==> src/rtl/param_wave_gen.sv <==
// ---------------------------------------------------------------------------
// param_wave_gen
//
// Streaming waveform generator. A phase accumulator advances by 'step' on
// every accepted sample strobe. The top bits of the phase are shaped into a
// square, triangle, ramp-up, ramp-down or rectified-triangle sample. That
// sample is amplitude-scaled and presented behind a valid/ready handshake.
// Mode, duty and amplitude requests take effect only when the phase wraps,
// so a running period is never cut short by a configuration change.
//
// Parameters:
//   W   sample width; also the width of duty and amp
//   PW  phase accumulator / step width (PW >= W+1)
//
// Ports:
//   clk        clock
//   rst        asynchronous active-high reset
//   en         generator enable (config follows inputs while low)
//   clr        synchronous phase clear, overrides sample loading
//   tick       sample-rate strobe
//   sel        waveform mode request
//   step       phase increment per sample (not shadowed)
//   duty       square-wave threshold request
//   amp        amplitude request (all-ones = unity gain)
//   out_data   registered sample
//   out_valid  sample valid
//   out_ready  sink accepts sample
//   out_last   final sample of a period
// ---------------------------------------------------------------------------
module param_wave_gen #(
    parameter int W  = 8,
    parameter int PW = 16
) (
    input  logic          clk,
    input  logic          rst,
    input  logic          en,
    input  logic          clr,
    input  logic          tick,
    input  logic [2:0]    sel,
    input  logic [PW-1:0] step,
    input  logic [W-1:0]  duty,
    input  logic [W-1:0]  amp,
    output logic [W-1:0]  out_data,
    output logic          out_valid,
    input  logic          out_ready,
    output logic          out_last
);

    localparam logic [2:0] SEL_SQUARE = 3'b000;
    localparam logic [2:0] SEL_TRI    = 3'b001;
    localparam logic [2:0] SEL_RAMPUP = 3'b010;
    localparam logic [2:0] SEL_RAMPDN = 3'b011;
    localparam logic [2:0] SEL_RECT   = 3'b100;

    logic [PW-1:0]  phase_r;
    logic [2:0]     sel_r;
    logic [W-1:0]   duty_r;
    logic [W-1:0]   amp_r;

    logic           load_s;
    logic [PW:0]    sum_s;
    logic [W-1:0]   t_s;
    logic [W-1:0]   u_s;
    logic [W-1:0]   raw_s;
    logic [W:0]     amp_p1_s;
    logic [2*W:0]   prod_s;
    logic [W-1:0]   scaled_s;
    logic           unused_prod_s;

    // Accept a new sample when enabled, strobed, and the output slot is free.
    always_comb begin
        load_s = en & tick & (~out_valid | out_ready);
    end

    // Next phase with carry-out; the carry marks the end of a period.
    always_comb begin
        sum_s = {1'b0, phase_r} + {1'b0, step};
    end

    // Waveform shaping from the current phase and the committed mode.
    always_comb begin
        t_s   = phase_r[PW-1 -: W];
        // u is the phase folded at half period: it runs 0..max twice per period.
        u_s   = phase_r[PW-2 -: W];
        raw_s = {W{1'b0}};
        case (sel_r)
            SEL_SQUARE: begin
                if (t_s < duty_r) begin
                    raw_s = {W{1'b1}};
                end else begin
                    raw_s = {W{1'b0}};
                end
            end
            SEL_TRI: begin
                if (phase_r[PW-1]) begin
                    raw_s = ~u_s;
                end else begin
                    raw_s = u_s;
                end
            end
            SEL_RAMPUP: raw_s = t_s;
            SEL_RAMPDN: raw_s = ~t_s;
            SEL_RECT: begin
                if (phase_r[PW-1]) begin
                    raw_s = {W{1'b0}};
                end else begin
                    raw_s = u_s;
                end
            end
            default: raw_s = {W{1'b0}};
        endcase
    end

    // Amplitude scaling: (raw * (amp+1)) >> W, so amp all-ones is unity gain.
    always_comb begin
        amp_p1_s      = {1'b0, amp_r} + {{W{1'b0}}, 1'b1};
        prod_s        = {{(W+1){1'b0}}, raw_s} * {{W{1'b0}}, amp_p1_s};
        scaled_s      = prod_s[2*W-1 -: W];
        // The top bit never sets and the low half is the discarded fraction.
        unused_prod_s = ^{prod_s[2*W], prod_s[W-1:0]};
    end

    // Phase, committed configuration and output handshake registers.
    always_ff @(posedge clk or posedge rst) begin
        if (rst) begin
            phase_r   <= {PW{1'b0}};
            sel_r     <= 3'b000;
            duty_r    <= {W{1'b0}};
            amp_r     <= {W{1'b0}};
            out_data  <= {W{1'b0}};
            out_valid <= 1'b0;
            out_last  <= 1'b0;
        end else if (clr) begin
            phase_r   <= {PW{1'b0}};
            sel_r     <= sel;
            duty_r    <= duty;
            amp_r     <= amp;
            out_valid <= 1'b0;
            out_last  <= 1'b0;
        end else begin
            if (load_s) begin
                out_data  <= scaled_s;
                out_valid <= 1'b1;
                out_last  <= sum_s[PW];
                phase_r   <= sum_s[PW-1:0];
            end else if (out_valid & out_ready) begin
                out_valid <= 1'b0;
                out_last  <= 1'b0;
            end else begin
                out_valid <= out_valid;
            end
            // Config tracks the inputs while disabled, else commits on wrap only.
            if (!en || (load_s && sum_s[PW])) begin
                sel_r  <= sel;
                duty_r <= duty;
                amp_r  <= amp;
            end else begin
                sel_r  <= sel_r;
            end
        end
    end

endmodule
==> config.mk <==
export PLATFORM = sky130hd
export DESIGN_NAME = param_wave_gen
export DESIGN_NICKNAME = d
export VERILOG_FILES = /design/src/rtl/param_wave_gen.sv
export SDC_FILE = /design/constraint.sdc
export NUM_CORES = 1
export LEC_CHECK = 0
export CAP_MARGIN = 20
export CORE_MARGIN = 1
export CORE_UTILIZATION = 50
export CTS_CLUSTER_DIAMETER = 50
export DETAILED_ROUTE_END_ITERATION = 16
export PLACE_DENSITY = 0.74
export SYNTH_ARGS = -nofsm -noshare
export SYNTH_HDL_FRONTEND = slang
export SYNTH_SLANG_ARGS = --single-unit
==> constraint.sdc <==
create_clock -name clk -period 5.3 [get_ports clk]
set_input_delay 1.325 -clock clk [delete_from_list [all_inputs] [get_ports clk]]
set_output_delay 1.325 -clock clk [all_outputs]
set_load 0.03 [all_outputs]
======== Word-level counts from Yosys, hierarchy flattened ========
Cells that the tools add are included.
W data, S select, Z words.
storage, ports and cells
  register bits after elaboration ......... 45
  input bits .............................. 41
  output and inout bits ................... 10
  logic and storage cells ................. 48
operators by class
  $add $sub $neg .......................... 2
  multiply operators ...................... 1
  order comparisons ....................... 1
  equality and inequality tests ........... 4
  multiplexer cells ....................... 17
  bitwise gates (word level) .............. 8
  reductions and logical operators ........ 8
operators with widths
  operator               number
  $mux W8                7
  $pmux W8 S5            1
  $mux W16               2
  $add A16 B16 Y17       1
  $mul A8 B9 Y16         1
  $not A8 Y8             2
  $add A8 B1 Y9 const B  1
  $lt A8 B8 Y1           1
  $eq A3 B2 Y1 const B   2
  $mux W3                2
  $mux W1                5
  $reduce_bool A2 Y1     2
  $and A1 B1 Y1          3
  $eq A3 B1 Y1 const B   1
  $eq A3 B3 Y1 const B   1
  $logic_not A3 Y1       1
  $reduce_bool A3 Y1     1
  $not A1 Y1             2
  $reduce_and A2 Y1      1
  $logic_and A1 B1 Y1    1
  $logic_not A1 Y1       1
  $logic_or A1 B1 Y1     1
  $or A1 B1 Y1           1

======== Longest topological paths before layout ========
Gate-level depths: netlist of the first run.
  depth in word-level cells ............... 7
  gate-level depth with buffers ........... 23
  gate-level depth less buffers ........... 22

======== Worst setup path after synthesis of the first run ========
Ideal clock, no wire load.
  path kind ............................... reg2reg
  from .................................... register phase_r[13]
  to ...................................... register out_data[7]
  arrival ................................. 5.461 ns
  path slack .............................. -0.243 ns
  stages on the path, launching flop included .. 23
  clock period less this slack ............ 5.543 ns
  cell sequence ........................... dfrtp_1 -> ha_1 -> a211oi_1 -> o21ai_0 -> a21oi_1 -> buf_4 -> a211oi_1 -> nor2_1 -> fa_1 -> inv_1 -> fa_1 -> inv_1 -> fa_1 -> inv_1 -> fa_1 -> inv_1 -> ha_1 -> o21ai_0 -> nor2_1 -> o21bai_1 -> a31o_2 -> mux2_2 -> a31oi_1
on the way
  word-level cells in the longest chain between the ends .. 4
  elaborated cells between the ends (all ways) .. 8
  classes of those cells .................. mul (1); order compare (1); mux (4); bitwise (2)
RTL lines
  element                                     line    RTL
  start: declaration                          55      logic [PW-1:0] phase_r;
  start signal: assignment                    126     phase_r <= {PW{1'b0}};
  start signal: assignment                    134     phase_r <= {PW{1'b0}};
  start signal: assignment                    145     phase_r <= sum_s[PW-1:0];
  $lt A8 B8 Y1 or $not A8 Y8 (tied branches)  88, 96
  $mux W8 (on tied branches)                  88, 95
  $pmux W8 S5 *                               86      case (sel_r)
  $mul A8 B9 Y16 *                            117     prod_s = {{(W+1){1'b0}}, raw_s} * {{W{1'b0}}, amp_p1_s};
  end signal: assignment                      130     out_data <= {W{1'b0}};
  end signal: assignment                      142     out_data <= scaled_s;
  end: declaration                            43      output logic [W-1:0] out_data,
Mark *: on every way between the ends. The rest lies on a longest branch, timed or not.
A chain may end at the register's enable or synchronous reset.

======== Worst setup path in the final report of the first run ========
  from .................................... register phase_r[12]
  to ...................................... register out_data[7]
The elaborated chain is that of the path after synthesis.

==> results.cfg, run 1 <==
[status]
status = finished with violations
violations = negative setup slack

[critical_path]
path_cells = ha_4 > nand4_1 > nor2_1 > a21oi_2 > buf_6 > a211oi_4 > buf_4 > nor2_1 > fa_1 > fa_1 > fa_1 > inv_1 > fa_1 > inv_1 > ha_4 > nand2_2 > nor3_4 > o21ai_2 > a31o_4 > mux2_4 > a31oi_4
cp.required_ns = 5.54
r2r_slack_ns = -0.04
critPathSlowestCell = fa_1
timing.rr.start = phase_r[12]
path_delay_family = adder cells
critPathMaxStageDelay_ns = 0.53
critical_path_class = reg -> reg
crit_buf_inv = 4
crit_top_cell = fa_1
critical_path.max_fanout = 7
r2r.worst_path.cells = 21
worst_setup_path_start_kind = flip-flop
r2r-end = out_data[7]
endpoint_kind = flip-flop
cp.arrival_ns = 5.58

[sta]
rsz0062_at_grt = yes
slew_headroom_pct = 29.9
period_minus_slack_ns = 5.34
timing.fmax_mhz = 187
post-route-period-util_pct = 101
setup_ws_ns = -0.0428
hold_viol_final = 0
maxSlewViolCount = 0
tightest_slew_ns = 1.05
finClkSkew_ns = 0.0124
whs_ns = 0.498
setup_viol = 3

[drt]
drc_errors = 0
vias_per_cell = 5.50
vias = 4607
drtIter0Drc = 199
wl_per_cell_um = 15.5
finalWirelength_mm = 13.0
first_pass_iters = 4
drtAntennaViolNets = 0

[global_routing]
grt_start_max_net_pins = 46
grt_pass1_wl_mm = 22.0
antenna_found_initial = 0
track_usage_pct = 25.0
grt_pass1_vias = 4989
gr-total-overflow = 0

[logic_synthesis]
yosys_most_used_dff = dfrtp_1
synthArstFlopShare_pct = 100
synth_cells = 585
ys_seq_area_share_pct = 21.4
avgSynthCellArea_um2 = 9.01
synthTopCellsByArea = dfrtp_1, fa_1, ha_1
synth_edf_count = 0
synth_top_cell_area_share_pct = 21.4
syn_area_um2 = 5270
synth_seq_cells = 45
synth_fp_nets = 731
yosysUniqueCellTypes = 57
post-synth-top-area-cell = dfrtp_1
yosysWarnings = 0

[final_layout]
nets = 847
finalNonFillerCells = 838
num_antenna_cells = 0
syn2layout_area_growth_pct = 31.4
drive_above_1_share_pct = 23.6

[power]
power.density_nw_per_um2 = 322
leakage_nw = 3.28
finalPower_mw = 2.23
peakVddDrop_uv = 159

[hold_path]
hold_path.class = reg -> reg
holdPathEnd = phase_r[6]
holdPathStages = 2
hold_path.startpoint = phase_r[6]

[clock_network]
hold_buffers = 0
clock_sinks = 45
max-clock-path-buffers = 2
numCtsBuffers = 5
cts_root_buf = clkbuf_8
insertion_delay_ns = 0.32
htree_levels = 2
clkTransAtPathRegs_ns = 0.09
cts_tree = done

[floorplanning]
die_h_um = 105
die_area_um2 = 11000
pin_count = 51
rows = 37
initial_core_util_pct = 51.3
die_w_um = 105
core_um2 = 10300

[place]
io_buffer_count = 50
hpwl_mm = 10.1
placed_cells = 816
place.gp.congestion = 0.873

[flow_run]
maxCapViolations = 0
## stage by stage
| step | worst slack, ns | setup TNS (ns) | util (%) | cell area [um2] |
|---|---|---|---|---|
| floorplan | 0.000685 | 0 | - | 5400 |
| CTS | -0.0114 | -0.0114 | 65.7 | 6750 |
| global route | -0.255 | -1.20 | 67.4 | 6920 |
| detailed placement | -0.325 | -1.08 | 62.6 | 6440 |
| finish | -0.0428 | -0.0751 | 67.4 | 6920 |
| global placement | -0.124 | -0.270 | 62.6 | 6440 |
## layer usage
metal	share of wire, %	track usage [%]
met1	41	27.8
met3	2.7	2.74
met5	0	0
met2	53	47.4
met4	3.9	11.4
## cell usage in the layout (no fill, tap or decap), types with 8 or more instances in the layout
| cell | n |
|---|---|
| a21oi_1 | 22 |
| buf_4 | 64 |
| clkdlybuf4s50_1 | 50 |
| dfrtp_1 | 45 |
| fa_1 | 39 |
| ha_1 | 53 |
| ha_4 | 10 |
| inv_1 | 64 |
| mux2_1 | 10 |
| mux2_2 | 10 |
| nand2_1 | 31 |
| nand2b_1 | 9 |
| nand3_1 | 11 |
| nor2_1 | 71 |
| nor2b_1 | 9 |
| o21ai_0 | 17 |
| or2_2 | 12 |
| or2_4 | 8 |
| xnor2_1 | 15 |
| xor2_1 | 15 |
## where the power goes
group	switching [mW]	internal, mW	total, mW
Sequential	0.0348	0.391	0.426
Clock	0.135	0.108	0.244
Combinational	0.819	0.737	1.56
## synth_stat cells, drive strengths merged (3+ instances only)
master,n
a211o,3
a211oi,9
a21o,6
a21oi,26
a22o,3
a31oi,5
buf,6
clkbuf,8
dfrtp,45
fa,41
ha,64
inv,71
mux2,22
nand2,33
nand2b,9
nand3,12
nand4,3
nor2,76
nor2b,9
nor3,5
nor3b,3
nor4bb,3
o211ai,4
o21a,3
o21ai,25
o21bai,6
o31a,3
o31ai,6
or2,20
xnor2,15
xor2,15
## state kept, by name, summed over array words and instances, names as in the netlist
signal / count
phase_r: 16
amp_r: 8
duty_r: 8
out_data: 8
sel_r: 3
out_last: 1
out_valid: 1
## area by class of cell
class                           count  area [um2]
Multi-Input combinational cell    455        4160
Fill cell                         814        3350
Sequential cell                    45        1130
Timing Repair Buffer              123        1100
Inverter                           71         267
Tap cell                          136         170
Clock buffer                        6        82.6
Clock inverter                      2        17.5
## worst max-delay path by stage
stage	startpoint	to	slack, ns	cells after the start
floorplan	phase_r[10]	out_data[7]	0.0007	22
global placement	phase_r[15]	out_data[7]	-0.12	23
detailed placement	phase_r[15]	out_data[7]	-0.32	23
CTS	phase_r[15]	out_data[7]	-0.01	23
global route	phase_r[12]	out_data[7]	-0.25	23
finish	phase_r[12]	out_data[7]	-0.04	21
## worst min-delay path, cell delays in order (launching register included)
cell     delay, ns
dfrtp_1       0.36
nand2_1       0.05
o21ai_0       0.06
## cell families (layout without fill, tap and decap cells)
kind of cell    after synthesis  after routing  share of synthesized area [%]
xor+xnor                     30             30                           4.98
simple gates                186            186                           17.1
compound gates              110            110                           14.1
buf+inv                      85            202                           6.65
fa+ha+maj                   105            105                           30.8
mux                          24             24                           5.08
flops                        45             45                           21.4
## timing repair
item	CTS	global route
hold endpoints to repair	0	0
resized for setup	30	25
pin swaps	36	25
endpoints found under the setup margin	7	8
setup buffers	9	4
gates cloned	0	0
Power figures use the tool's default switching activity.
==> run 2: changes to the inputs <==
CAP_MARGIN = 5   (was 20)
==> run 2 against run 1 <==
Net effect:
- critical path type unchanged
- total power about the same
- flip-flop and latch count unchanged
- die area unchanged
- utilization down 0.19 points
- first-iteration DRC count up 8.0%
- global-route usage unchanged
- combinational power about the same
- non-clock buffer count down 1
- critical endpoint unchanged
- the flow still finishes with violations (negative setup slack)
- sequential power about the same
- via count about the same
- critical path depth unchanged
- wire length down 0.46%
==> results.cfg, run 2 (synthesis results as in run 1) <==
[floorplanning]
pin_count = 51
initial_core_util_pct = 51.3
rows = 37
core_um2 = 10300
die_area_um2 = 11000
die_h_um = 105
die_w_um = 105

[drt]
vias = 4609
vias_per_cell = 5.51
drtIter0Drc = 215
finalWirelength_mm = 13.0
drtAntennaViolNets = 0
drc_errors = 0
first_pass_iters = 6
wl_per_cell_um = 15.5

[critical_path]
cp.arrival_ns = 5.60
cp.required_ns = 5.54
crit_top_cell = fa_1
endpoint_kind = flip-flop
worst_setup_path_start_kind = flip-flop
critPathMaxStageDelay_ns = 0.53
critPathSlowestCell = fa_1
critical_path_class = reg -> reg
path_cells = ha_4 > nand4_1 > nor2_1 > a21oi_2 > buf_6 > a211oi_4 > buf_4 > nor2_1 > fa_1 > fa_1 > fa_1 > inv_1 > fa_1 > inv_1 > ha_4 > nand2_2 > nor3_4 > o21ai_2 > a31o_4 > mux2_4 > a31oi_4
critical_path.max_fanout = 7

[final_layout]
nets = 846
num_antenna_cells = 0
drive_above_1_share_pct = 23.5
finalNonFillerCells = 837
final_cell_mix = nor2_1, inv_1, buf_4
utilization_pct = 67.2
max_flop_register = phase_r
syn2layout_area_growth_pct = 31.0
final_common_cell = nor2_1
largest_reg_flops = 16

[power]
leakage_nw = 3.27
finalPower_mw = 2.23
power.density_nw_per_um2 = 322
peakVddDrop_uv = 160

[global_routing]
grt_pass1_vias = 4989
grt_start_max_net_pins = 46
antenna_found_initial = 0
gr-total-overflow = 0
grt_pass1_wl_mm = 22.0
track_usage_pct = 25.0

[sta]
rsz0062_at_grt = yes
finClkSkew_ns = 0.0141
setup_ws_ns = -0.0533
tightest_slew_ns = 1.05
slew_headroom_pct = 29.8
maxSlewViolCount = 0
post-route-period-util_pct = 101
timing.fmax_mhz = 187
whs_ns = 0.491
setup_viol = 3
hold_viol_final = 0
period_minus_slack_ns = 5.35
fin_tns_setup_ns = -0.0856

[place]
hpwl_mm = 10.1
place.gp.congestion = 0.873
placed_cells = 816
io_buffer_count = 50

[clock_network]
clock_sinks = 45
max-clock-path-buffers = 2
htree_levels = 2
insertion_delay_ns = 0.32
numCtsBuffers = 5
hold_buffers = 0
cts_root_buf = clkbuf_8
cts_tree = done
clkTransAtPathRegs_ns = 0.09

[status]
violations = negative setup slack
status = finished with violations

[hold_path]
hold_path.class = reg -> reg

[flow_run]
maxCapViolations = 0
-- run 2: changes by cell type in the layout (fill, tap and decap cells not counted), sizes merged --
cell / previous run / this run
buf: 73 / 72
-- run 2: metal layers --
metal / track usage, % / wire length, um
met3: 2.74 / 269
met5: 0 / 0
met4: 11.4 / 524
met1: 27.8 / 5320
met2: 47.4 / 6850
-- run 2: report_power, final --
| part | switching (mW) | internal [mW] | total (mW) |
|---|---|---|---|
| combinational | 0.817 | 0.736 | 1.55 |
| sequential | 0.0346 | 0.391 | 0.426 |
| clock | 0.138 | 0.109 | 0.247 |
-- run 2: what timing repair did --
action                                  in CTS  in global routing
hold endpoints to repair                     0                  0
endpoints found under the setup margin       7                  8
pin swaps                                   36                 25
buffers inserted                             9                  4
resized for setup                           30                 25
-- run 2: cell type report --
type / instances / area [um2]
clock inverters: 2 / 17.5
repair buffers: 122 / 1080
flip-flops and latches: 45 / 1130
clock buffers: 6 / 82.6
multi-input cells: 455 / 4160
inverters: 71 / 267
fillers: 820 / 3370
well taps: 136 / 170
-- run 2: through the flow --
step	setup WS (ns)	instance area, um2
2_1_floorplan	0.000685	5400
3_3_place_gp	-0.124	6440
3_5_place_dp	-0.325	6440
4_1_cts	-0.0114	6750
5_1_grt	-0.255	6900
6_report	-0.0533	6900
-- run 2: critical path, delay by kind of cell (launching register included) --
kind	cells	cell delay, ns
flip-flops	1	0.43
AND/OR/NAND/NOR	5	0.63
buffers and inverters	4	0.45
multiplexers	1	0.31
adder cells (fa/ha/maj)	6	2.60
AO/OA/AOI/OAI	5	0.86
-- run 2: worst paths after layout --
path	to	slack, ns	depth (start not counted)	start
max in group asynchronous	phase_r[3]	3.13	2	rst
min in group asynchronous	out_data[0]	1.55	2	rst
worst max register to register	out_data[7]	-0.05	21	phase_r[12]
worst min register to register	out_data[0]	0.49	2	out_data[0]
worst min-delay path	out_data[0]	0.49	2	out_data[0]
worst max-delay path	out_data[7]	-0.05	21	phase_r[12]
==> run 3: changes to the inputs <==
CTS_CLUSTER_SIZE = 14   (was default)
==> results of run 3 <==
Final layout, timing and power as in run 2 (identical DEF).
==> variant 1 (flow settings as in run 2) <==
Change the parameter `W` from 8 to 12.
--- a/src/rtl/param_wave_gen.sv
+++ b/src/rtl/param_wave_gen.sv
@@ -28,7 +28,7 @@
 //   out_last   final sample of a period
 // ---------------------------------------------------------------------------
 module param_wave_gen #(
-    parameter int W  = 8,
+    parameter int W  = 12,
     parameter int PW = 16
 ) (
     input  logic          clk,
Ports: changed (resized amp, duty and out_data); port bits go from 51 to 63. No check against the original RTL was run, so the function may have changed too.
==> variant 1 against run 2 <==
The run still ends with setup timing left; sequential cell count rose by 12; area after synthesis rose by 63%; routed wire length rose by 65%; worst setup slack got worse by 1.6 ns; worst hold slack got worse by 0.010 ns; cell area rose by 64%; critical path type unchanged; highest routed layer unchanged; via count rose by 57%; die area rose by 61%; utilization rose by 1.0 points; power rose to 2.7 times the old value.
==> variant 1: results (changes against run 2) <==
The run gives 3 (was 2) as the H-tree level count. The largest voltage drop on the vdd net was 0.643 mV (was 0.160 mV); the clock-pin slew reported for the worst setup and hold paths after clock tree synthesis was 0.06 ns (was 0.09 ns). For the first-iteration detailed-routing DRC count, the log shows 452 (was 215).

The run gives 1,210 (was 820) as the filler cell count in the final layout. The setup violation total in the final timing report was 12 (was 3). Startpoint of the lowest-slack hold path: out_data[3] (was out_data[0]).

The logs give 0.0106 mm2 (was 0.00644 mm2) for the post-place instance area and 3.27 mW (was 1.24 mW) for the internal power of the cells. Violated checks: setup timing (unchanged). The final weighted congestion in routability-driven placement came out at 0.901 (was 0.873). Number of nets in the layout: 1,406 (was 846).

Endpoint of the most critical register-to-register path: out_data[6] (was out_data[7]). Origin of the critical flop-to-flop path: phase_r[6] (was phase_r[12]). The run gives 0.166 (was 0.214) as the sequential cell area fraction in the yosys report. The largest net degree at the start of global routing is 58 (was 46), and the slew of the pin with the lowest slew margin is 1.26 ns (was 1.05 ns).

The slack of the critical path was -1.64 ns (was -0.0533 ns). The final cell utilization of the core is 0.682 (was 0.672), and the first-pass detailed-route iteration total is 5 (was 6). The run gives 5.85 nW (was 3.27 nW) as the reported leakage power. The buffer cell driving the clock tree root is sky130_fd_sc_hd__clkbuf_16 (was sky130_fd_sc_hd__clkbuf_8).

Most common library cells after synthesis: sky130_fd_sc_hd__inv_1 (168), sky130_fd_sc_hd__nand2_1 (153), sky130_fd_sc_hd__fa_1 (109) (was sky130_fd_sc_hd__nor2_1 (76), sky130_fd_sc_hd__inv_1 (71), sky130_fd_sc_hd__ha_1 (64)). The worst-case reg-to-reg path depth works out to 29 (was 21). Number of buffer cells added on primary ports: 62 (was 50).

Insertion delay of the later-clocked pin in the worst-skew pair: 0.34 ns (was 0.32 ns). The global-route usage over all layers is 0.259 (was 0.250), and the number of buffers created by CTS is 9 (was 5). The hold slack was 0.481 ns (was 0.491 ns); the largest fanout on the critical path was 6 (was 7). The run finished, with violations left.
variant 1: cell types whose count changed in the layout (fill, tap and decap cells not counted), moves of 31 or more:
cell / change
sky130_fd_sc_hd__inv_1: +93
sky130_fd_sc_hd__and2_1: +31
sky130_fd_sc_hd__ha_1: +32
sky130_fd_sc_hd__fa_1: +67
sky130_fd_sc_hd__nor2_1: -46
sky130_fd_sc_hd__buf_4: +86
sky130_fd_sc_hd__nand2_1: +110
variant 1: timing repair:
action,in CTS,in global routing
pin swaps,48,23
resized for setup,42,24
buffers inserted,9,7
endpoints found under the hold margin,0,0
endpoints found under the setup margin,12,12
variant 1: cells by family after synthesis:
kind of cell,synth area share
and+or+nand+nor,0.154
buffers and inverters,0.0933
adders and majority gates,0.395
AOI/OAI and AO/OA,0.107
DFF,0.166
xor gates and xnor gates,0.0388
muxes,0.0455
variant 1: power by group through the flow:
stage / Sequential, mW / Combinational (mW) / Clock [mW]
floorplan: 0.623 / 2.55 / 0
global placement: 0.550 / 3.87 / 0
detailed placement: 0.551 / 3.98 / 0
CTS: 0.545 / 4.39 / 0.717
global route: 0.552 / 5.24 / 0.735
finish: 0.545 / 4.74 / 0.709
variant 1: layout make-up:
class | instances | area share
multi-input combinational | 687 | 0.591
inverter | 168 | 0.0556
clock inverter | 7 | 0.0109
tap | 220 | 0.0243
timing repair buffer | 229 | 0.172
sequential | 57 | 0.126
clock buffer | 9 | 0.0198
variant 1: stage by stage:
| step | setup WS, ns | std cells | TNS [ns] |
|---|---|---|---|
| after floorplan | -1.10 | 953 | -11.26 |
| after global placement | -1.47 | 1345 | -15.58 |
| final | -1.64 | 1377 | -17.74 |
| after global routing | -1.83 | 1377 | -20.69 |
| after CTS | -1.40 | 1370 | -15.30 |
| after detailed placement | -1.62 | 1345 | -16.81 |
variant 1: layer usage:
layer,track usage,vias up,routed length [um]
li1,-,3449,-
met1,0.345,3557,9350
met2,0.440,172,10700
met3,0.0287,39,913
met4,0.0843,0,484
met5,0,-,0
variant 1: worst max path at each step:
| stage | from | end | cells after the start | slack (ns) |
|---|---|---|---|---|
| after floorplan | phase_r[6] | out_data[10] | 27 | -1.10 |
| after global placement | duty_r[2] | out_data[10] | 26 | -1.47 |
| after detailed placement | phase_r[6] | out_data[10] | 25 | -1.62 |
| after CTS | duty_r[5] | out_data[10] | 26 | -1.40 |
| after global routing | duty_r[5] | out_data[6] | 30 | -1.83 |
| final | phase_r[6] | out_data[6] | 29 | -1.64 |
variant 1: worst reg2reg max path, delay by kind of cell, from the launching register on:
| kind | cells | cell delay, ns |
|---|---|---|
| flip-flops | 1 | 0.41 |
| AND/OR/NAND/NOR | 3 | 0.40 |
| adder cells (fa/ha/maj) | 7 | 2.75 |
| AO/OA/AOI/OAI | 12 | 2.50 |
| buffers and inverters | 7 | 0.72 |
==> variant 2 (config.mk and constraints of run 2) <==
Made on the original files. Register the input `duty` before use, without a reset. The logic sees it one clock later. The other inputs are not delayed to match.
--- a/src/rtl/param_wave_gen.sv
+++ b/src/rtl/param_wave_gen.sv
@@ -51,6 +51,12 @@
     localparam logic [2:0] SEL_RAMPUP = 3'b010;
     localparam logic [2:0] SEL_RAMPDN = 3'b011;
     localparam logic [2:0] SEL_RECT   = 3'b100;
+
+    logic [W-1:0] duty_q;
+
+    always_ff @(posedge clk) begin
+        duty_q <= duty;
+    end
 
     logic [PW-1:0]  phase_r;
     logic [2:0]     sel_r;
@@ -133,7 +139,7 @@
         end else if (clr) begin
             phase_r   <= {PW{1'b0}};
             sel_r     <= sel;
-            duty_r    <= duty;
+            duty_r    <= duty_q;
             amp_r     <= amp;
             out_valid <= 1'b0;
             out_last  <= 1'b0;
@@ -152,7 +158,7 @@
             // Config tracks the inputs while disabled, else commits on wrap only.
             if (!en || (load_s && sum_s[PW])) begin
                 sel_r  <= sel;
-                duty_r <= duty;
+                duty_r <= duty_q;
                 amp_r  <= amp;
             end else begin
                 sel_r  <= sel_r;
Formal check against the unedited RTL: not equivalent (a bounded check fails within 4 cycles, from zero or initial values and one cycle with rst high).
==> variant 2 against run 2 <==
The run still ends with setup timing left; maximum frequency fell by 1.8%; worst hold slack got worse by 0.020 ns; area after synthesis rose by 1.5%; synthesized cell count rose by 1.5%; routed wire length fell by 0.94%; clock power rose by 6%; utilization rose by 0.59 points; worst setup slack got worse by 0.10 ns; sequential share of layout area rose by 2.0 points; cell area rose by 1.8%; power rose by 0.28%; global-route usage fell by 0.72 points; sequential cell count rose by 8; critical path type unchanged; critical endpoint is now out_data[6].
==> variant 2: results (changes against run 2) <==
The run finished, with violations left. Violated checks: setup timing (unchanged). The hold slack is 0.471 ns (was 0.491 ns), and the synthesized net count is 740 (was 731). Most common library cells after synthesis: sky130_fd_sc_hd__inv_1 (72), sky130_fd_sc_hd__nor2_1 (72), sky130_fd_sc_hd__ha_1 (64) (was sky130_fd_sc_hd__nor2_1 (76), sky130_fd_sc_hd__inv_1 (71), sky130_fd_sc_hd__ha_1 (64)). The number of nets in the layout is 861 (was 846), and the final weighted congestion in routability-driven placement is 0.885 (was 0.873). The areal power density over the cells works out to 317 mW/mm2 (was 322 mW/mm2). The run gives -0.154 ns (was -0.0533 ns) as the slack of the critical path.

The met3 track demand over resource in global routing came out at 0.0272 (was 0.0274). Clock-pin slew reported for the worst setup and hold paths after clock tree synthesis: 0.11 ns (was 0.09 ns). The buffer count from post-CTS setup fixing came out at 20 (was 9). The library cell contributing the largest single delay on the critical path is sky130_fd_sc_hd__fa_2 (was sky130_fd_sc_hd__fa_1). The filler cell count in the final layout was 822 (was 820); the post-place instance area was 0.00643 mm2 (was 0.00644 mm2).

The count of vias placed by the detailed router is 4,608 (was 4,609), and the worst-case reg-to-reg path depth is 25 (was 21). The tools report the timing endpoint of the critical path as out_data[6] (was out_data[7]). Maximum clock skew at final layout: 0.00890 ns (was 0.0141 ns). Sequential cell area fraction in the yosys report: 0.240 (was 0.214). The length of routed met2 wiring is 7010 um (was 6850 um), and the met1 usage in global routing is 0.281 (was 0.278). The startpoint of the lowest-slack hold path is duty_q[7] (was out_data[0]). The tools report the largest voltage drop on the vdd net as 0.208 mV (was 0.160 mV).

The tools report the setup violation total in the final timing report as 6 (was 3). The average detailed-routed wire length per instance is 15.1 um (was 15.5 um). For the first-iteration detailed-routing DRC count, the log shows 202 (was 215). For the overall routed net length, the log shows 12,800 um (was 13,000 um). Global-route usage over all layers: 0.243 (was 0.250). The power attributed to sequential cells is 0.485 mW (was 0.426 mW). Worst hold endpoint: duty_r[7] (was out_data[0]). The fraction of final layout cells with drive strength greater than 1 works out to 0.261 (was 0.235). Top area cells in the synthesized netlist: sky130_fd_sc_hd__dfrtp_1 (21%), sky130_fd_sc_hd__fa_1 (15%), sky130_fd_sc_hd__ha_1 (15%), sky130_fd_sc_hd__inv_1 (5.1%), sky130_fd_sc_hd__nor2_1 (5.1%) (was sky130_fd_sc_hd__dfrtp_1 (21%), sky130_fd_sc_hd__fa_1 (16%), sky130_fd_sc_hd__ha_1 (15%), sky130_fd_sc_hd__nor2_1 (5.4%), sky130_fd_sc_hd__inv_1 (5.1%)). The switching portion of total power was 0.435 (was 0.445); the largest fanout on the critical path was 5 (was 7).

The post-synthesis average cell area was 9.01 um2 (about the same); the floorplan core area was 0.0104 mm2 (was 0.0103 mm2). The run gives 0.262 mW (was 0.247 mW) as the clock network power. The logs give 4 (was 6) for the first-pass detailed-route iteration total and 53 (was 30) for the number of instances resized during post-cts repair.

The sum of net half-perimeters after detailed placement came out at 9780 um (was 10,100 um). The instance count along the most critical hold path works out to 1 (was 2). Number of global-route vias before repair: 4,779 (was 4,989).
## variant 2: logic make-up (layout without fill, tap and decap cells)
group | Yosys count | count (layout) | synth area share
AOI/OAI and AO/OA | 101 | 101 | 0.120
xor gates and xnor gates | 27 | 27 | 0.0442
adders and majority gates | 105 | 105 | 0.303
buffers and inverters | 85 | 207 | 0.0636
DFF | 53 | 53 | 0.240
muxes | 25 | 25 | 0.0582
and+or+nand+nor | 198 | 198 | 0.170
## variant 2: area by class of cell
| cell class | instances | share of cell area |
|---|---|---|
| flip-flops and latches | 53 | 0.183 |
| clock inverters | 3 | 0.00409 |
| multi-input cells | 456 | 0.580 |
| inverters | 72 | 0.0388 |
| repair buffers | 127 | 0.160 |
| clock buffers | 5 | 0.00979 |
| well taps | 136 | 0.0242 |
## variant 2: critical path, delay by kind of cell, from the launching register on
family / cells / cell delay (ns)
and+or+nand+nor: 4 / 0.60
adders and majority gates: 6 / 2.34
DFF: 1 / 0.41
buffers and inverters: 7 / 0.69
AOI/OAI and AO/OA: 8 / 1.31
